==> src/rtl/temp_sensor_reader.sv <==
// =============================================================================
// temp_sensor_reader -- periodic SPI mode-0 reader for the board temperature
// sensor; emits the signed integer °C part of each good frame. Rev 1.0
// =============================================================================
`default_nettype none

module temp_sensor_reader #(
    parameter int CLK_DIV       = 4,
    parameter int SAMPLE_PERIOD = 1000
) (
    input  logic       clk_i,
    input  logic       rst_ni,
    input  logic       en_i,
    input  logic       miso_i,
    output logic       sck_o,
    output logic       cs_no,
    output logic [7:0] data_o,
    output logic       valid_o,
    output logic       err_o
);

    localparam int DIV_W = $clog2(CLK_DIV + 1);
    localparam int PER_W = $clog2(SAMPLE_PERIOD + 1);
    localparam logic [DIV_W-1:0] DIV_LAST = DIV_W'(CLK_DIV - 1);
    localparam logic [PER_W-1:0] PER_LAST = PER_W'(SAMPLE_PERIOD - 1);

    typedef enum logic [2:0] {
        S_IDLE     = 3'd0,
        S_SETUP    = 3'd1,
        S_SCK_HIGH = 3'd2,
        S_SCK_LOW  = 3'd3,
        S_DONE     = 3'd4
    } state_e;

    state_e             state_q, state_d;
    logic [DIV_W-1:0]   div_q, div_d;
    logic [4:0]         bit_q, bit_d;
    logic [PER_W-1:0]   per_q, per_d;
    logic [15:0]        shift_q, shift_d;
    logic               en_q;
    logic               armed_q, armed_d;
    logic               sck_q, sck_d;
    logic               cs_n_q, cs_n_d;
    logic [7:0]         data_q, data_d;
    logic               valid_q, valid_d;
    logic               err_q, err_d;
    logic               start;

    always_comb begin
        state_d = state_q;
        div_d   = div_q;
        bit_d   = bit_q;
        shift_d = shift_q;
        data_d  = data_q;
        err_d   = err_q;
        valid_d = 1'b0;

        // armed_q marks that en has been low, so the next high cycle in IDLE starts a frame
        start   = (state_q == S_IDLE) && en_q && (armed_q || (per_q == PER_LAST));

        if (!en_q) begin
            armed_d = 1'b1;
        end else if (start) begin
            armed_d = 1'b0;
        end else begin
            armed_d = armed_q;
        end

        if (start) begin
            per_d = '0;
        end else if (en_q) begin
            per_d = per_q + 1'b1;
        end else begin
            per_d = '0;
        end

        case (state_q)
            S_IDLE: begin
                if (start) begin
                    state_d = S_SETUP;
                    div_d   = '0;
                    bit_d   = '0;
                end
            end
            S_SETUP: begin
                if (div_q == DIV_LAST) begin
                    state_d = S_SCK_HIGH;
                    div_d   = '0;
                    shift_d = {shift_q[14:0], miso_i};
                end else begin
                    div_d = div_q + 1'b1;
                end
            end
            S_SCK_HIGH: begin
                if (div_q == DIV_LAST) begin
                    state_d = S_SCK_LOW;
                    div_d   = '0;
                end else begin
                    div_d = div_q + 1'b1;
                end
            end
            S_SCK_LOW: begin
                if (div_q == DIV_LAST) begin
                    div_d = '0;
                    bit_d = bit_q + 1'b1;
                    if (bit_q == 5'd15) begin
                        state_d = S_DONE;
                        // Faulted frames keep the last good temperature on data_o
                        if (shift_q[0]) begin
                            err_d = 1'b1;
                        end else begin
                            data_d  = shift_q[15:8];
                            valid_d = 1'b1;
                            err_d   = 1'b0;
                        end
                    end else begin
                        state_d = S_SCK_HIGH;
                        shift_d = {shift_q[14:0], miso_i};
                    end
                end else begin
                    div_d = div_q + 1'b1;
                end
            end
            S_DONE: begin
                state_d = S_IDLE;
            end
            default: begin
                state_d = S_IDLE;
            end
        endcase

        sck_d  = (state_d == S_SCK_HIGH);
        cs_n_d = !((state_d == S_SETUP) || (state_d == S_SCK_HIGH) || (state_d == S_SCK_LOW));
    end

    always_ff @(posedge clk_i or negedge rst_ni) begin
        if (!rst_ni) begin
            state_q <= S_IDLE;
            div_q   <= '0;
            bit_q   <= '0;
            per_q   <= '0;
            shift_q <= '0;
            en_q    <= 1'b0;
            armed_q <= 1'b1;
            sck_q   <= 1'b0;
            cs_n_q  <= 1'b1;
            data_q  <= 8'h00;
            valid_q <= 1'b0;
            err_q   <= 1'b0;
        end else begin
            state_q <= state_d;
            div_q   <= div_d;
            bit_q   <= bit_d;
            per_q   <= per_d;
            shift_q <= shift_d;
            en_q    <= en_i;
            armed_q <= armed_d;
            sck_q   <= sck_d;
            cs_n_q  <= cs_n_d;
            data_q  <= data_d;
            valid_q <= valid_d;
            err_q   <= err_d;
        end
    end

    assign sck_o   = sck_q;
    assign cs_no   = cs_n_q;
    assign data_o  = data_q;
    assign valid_o = valid_q;
    assign err_o   = err_q;

endmodule

`default_nettype wire

==> config.mk <==
export PLATFORM = sky130hd
export DESIGN_NAME = temp_sensor_reader
export DESIGN_NICKNAME = d
export VERILOG_FILES = /design/src/rtl/temp_sensor_reader.sv
export SDC_FILE = /design/constraint.sdc
export NUM_CORES = 1
export LEC_CHECK = 0
export CORE_ASPECT_RATIO = 0.9
export CORE_UTILIZATION = 25
export CTS_BUF_LIST = sky130_fd_sc_hd__clkbuf_4 sky130_fd_sc_hd__clkbuf_8
export CTS_CLUSTER_SIZE = 8
export DETAILED_ROUTE_END_ITERATION = 8
export PLACE_DENSITY_LB_ADDON = 0.25
export SLEW_MARGIN = 15
export SYNTH_ARGS = -nofsm -noshare
export SYNTH_HDL_FRONTEND = slang
export SYNTH_SLANG_ARGS = --single-unit
==> constraint.sdc <==
create_clock -name clk_i -period 1.97 [get_ports clk_i]
set_clock_uncertainty 0.2 [all_clocks]
set_input_delay 0.394 -clock clk_i [delete_from_list [all_inputs] [get_ports clk_i]]
set_output_delay 0.394 -clock clk_i [all_outputs]
set_load 0.02 [all_outputs]
==> flow_summary.json <==
{
  "ios": 16,
  "synth-xor-area-share_pct": 3.743,
  "syn-cell-area_um2": 2106,
  "die_h_um": 89.07,
  "synth-seq-cells": 51,
  "synth_top_family_by_area": "simple AND/OR/NAND/NOR gates",
  "drcViolationCount": 0,
  "cp-start-kind": "flip-flop",
  "holdWs_ns": 0.2863,
  "cts_tree": "yes",
  "layout_min_cycle_time_ns": 1.977,
  "synth_top_area_share_pct": 58.23,
  "min_path_cells": 2,
  "crit_required_ns": 1.97,
  "ant_nets": 0,
  "final_cells": 302,
  "finalNetCount": 210,
  "slowest_stage": "dfrtp_1",
  "ys.flop_type": "dfrtp_1",
  "grt_max_degree": 22,
  "crit_type": "flip-flop to flip-flop",
  "power_leakage_nw": 1.190,
  "cts_root_buffer": "clkbuf_8",
  "dp_hpwl_um": 2586,
  "ys_types": 33,
  "dieArea_um2": 8794,
  "via_count": 1319,
  "antenna_found_initial": 0,
  "arrival_ns": 1.98,
  "status": "finished, violations left",
  "drv_slew": 0,
  "place_inst": 292,
  "synth_cells": 165,
  "numPortBuffers": 15,
  "cts_made_buffers": 5,
  "htree_levels": 2,
  "fmax_mhz": 505.8,
  "grt_overflow": 0,
  "drtIter0Drc": 36,
  "powerDensity_nw_per_um2": 999.8,
  "start_util_pct": 25.98,
  "max_slew_margin_pct": 66.20,
  "fin_tns_setup_ns": -0.02540,
  "yosys.area.top_type": "dfrtp_1",
  "period_share_pct": 100.4,
  "die_w_um": 98.74,
  "synth.avg_cell_area_um2": 12.76,
  "synth_area_leaders": "dfrtp_1 (58%), mux2_2 (13%), nor2_1 (3.2%), dfstp_2 (2.5%), xnor2_1 (2.5%)",
  "critical_path.max_fanout": 3,
  "violations": "setup timing",
  "setup_viol": 6,
  "crit_chain": "ha_2 > and3_4 > ha_4 > nand2_4 > nor4_4 > buf_4 > mux2_4",
  "end_kind": "flip-flop",
  "routedWlPerCell_um": 12.56,
  "irDropWorstVdd_uv": 355.3,
  "gp_congestion": 0.6743,
  "synthToLayoutAreaGrowth_pct": 27.15,
  "cts_sinks": 51,
  "grt_pass1_wl_um": 6513,
  "grt_use_total_pct": 9.402,
  "rows": 31,
  "clock_path_buffers": 2,
  "synthSimpleGateAreaFrac_pct": 14.20,
  "fillers": 796,
  "final_cell_mix": "dfrtp_1 (49), nor2_1 (18), mux2_2 (17), clkdlybuf4s50_1 (13), buf_4 (13)",
  "rsz0062_at_grt": "yes",
  "post_drt_via_cell_ratio": 4.368,
  "worst_slack_ns": -0.007131,
  "grt_pass1_vias": 1349,
  "cpPeakStageDelay_ns": 0.36,
  "hold_class": "flip-flop to flip-flop",
  "dr.pass1.iters": 4,
  "synth_edf_count": 0,
  "layout-drive-gt1-share_pct": 31.03,
  "routed_wl_um": 3793,
  "yosysSeqAreaShare_pct": 60.72,
  "ff2ff_path_depth": 7,
  "synth-async-reset-ratio_pct": 100.0,
  "mostFrequentLayoutCell": "dfrtp_1",
  "ys_warn_count": 0,
  "synth_compound_gate_area_share_pct": 4.100,
  "synth_nets": 173,
  "clk_latency_ns": 0.31,
  "final_hold_viol_count": 0,
  "antenna_cells": 0,
  "cts.clk_slew.worst_paths_ns": 0.10,
  "synth_mux_area_share_pct": 13.37,
  "core_area_um2": 8107,
  "drv_cap": 0,
  "synthAdderAreaFrac_pct": 2.377,
  "tightest_slew_ns": 0.5070,
  "p_total_mw": 2.677
}
==> per-layer routing <==
layer | part of all wire, % | wire length, um | track usage, %
met1 | 52 | 1973 | 12.70
met2 | 44 | 1653 | 14.49
met3 | 2.9 | 109 | 2.502
met4 | 1.5 | 57 | 3.664
met5 | 0 | 0 | 0
==> layout make-up <==
| cell class | instances | area [um2] | share of cell area [%] |
|---|---|---|---|
| clock buffer | 6 | 82.58 | 3.084 |
| sequential | 51 | 1279 | 47.76 |
| clock inverter | 2 | 13.76 | 0.5140 |
| tap | 99 | 123.9 | 4.626 |
| multi-input combinational | 108 | 860.8 | 32.15 |
| inverter | 4 | 15.01 | 0.5607 |
| timing repair buffer | 32 | 302.8 | 11.31 |
==> worst max-delay path: cells and delay by family, from the launching register on <==
kind	cells	cell delay (ns)
multiplexers	1	0.29
flip-flops	1	0.36
buffers and inverters	1	0.19
adder cells (fa/ha/maj)	2	0.31
AND/OR/NAND/NOR	3	0.51
==> power by group <==
group | internal [mW] | total [mW] | leakage, nW | switching [mW]
sequential | 1.24 | 1.38 | 0.675 | 0.135
combinational | 0.341 | 0.652 | 0.463 | 0.311
clock | 0.288 | 0.648 | 0.0516 | 0.360
==> flip-flops by register name (all words and copies together) (netlist names) <==
name,count
cs_no,1
en_q,1
sck_o,1
state_q,3
valid_o,1
data_o,8
armed_q,1
div_q,3
shift_q,16
err_o,1
bit_q,5
per_q,10
==> Yosys cell counts (2+ instances only) <==
cell	number
nand2b_1	2
ha_1	4
nand3b_1	2
nor3_1	4
o21ai_0	4
o22ai_1	3
nor4_1	2
dfrtp_1	49
nand2_1	11
nand3_1	6
inv_1	4
dfstp_2	2
mux2_2	25
nor2_1	18
xnor2_1	6
nand2_2	2
nor4bb_1	2
xor2_1	3
a21oi_1	2
==> logic make-up (layout without fill, tap and decap cells) <==
family	Yosys count	after routing
xor+xnor	9	9
buf+inv	6	44
simple gates	56	56
mux	25	25
flops	51	51
fa+ha+maj	4	4
compound gates	14	14
==> repair_timing <==
action	in CTS	in global routing
hold buffers	1	0
endpoints found under the setup margin	9	10
gates resized for setup	15	2
buffers inserted	1	0
endpoints found under the hold margin	18	0
==> metrics by stage <==
stage	area (um2)	setup WS, ns	util [%]
after global routing	2678	-0.09067	33.03
after CTS	2668	-0.02166	32.91
after floorplan	2106	-0.05608	-
after global placement	2496	-0.04270	30.79
after detailed placement	2496	-0.07080	30.79
final	2678	-0.007131	33.03
==> final timing paths <==
| path | from | slack (ns) | endpoint |
|---|---|---|---|
| min in group asynchronous | rst_ni | 0.37 | shift_q[6]$_DFFE_PN0P_ |
| worst min-delay path | armed_q$_DFFE_PN1P_ | 0.29 | armed_q$_DFFE_PN1P_ |
| worst max register to register | bit_q[0]$_DFFE_PN0P_ | -0.007 | data_o[7]$_DFFE_PN0P_ |
| worst max-delay path | bit_q[0]$_DFFE_PN0P_ | -0.007 | data_o[7]$_DFFE_PN0P_ |
| worst min register to register | armed_q$_DFFE_PN1P_ | 0.29 | armed_q$_DFFE_PN1P_ |
| max in group asynchronous | rst_ni | 0.63 | cs_no$_DFF_PN1_ |
Note: power is estimated with default switching activity, not from simulation.
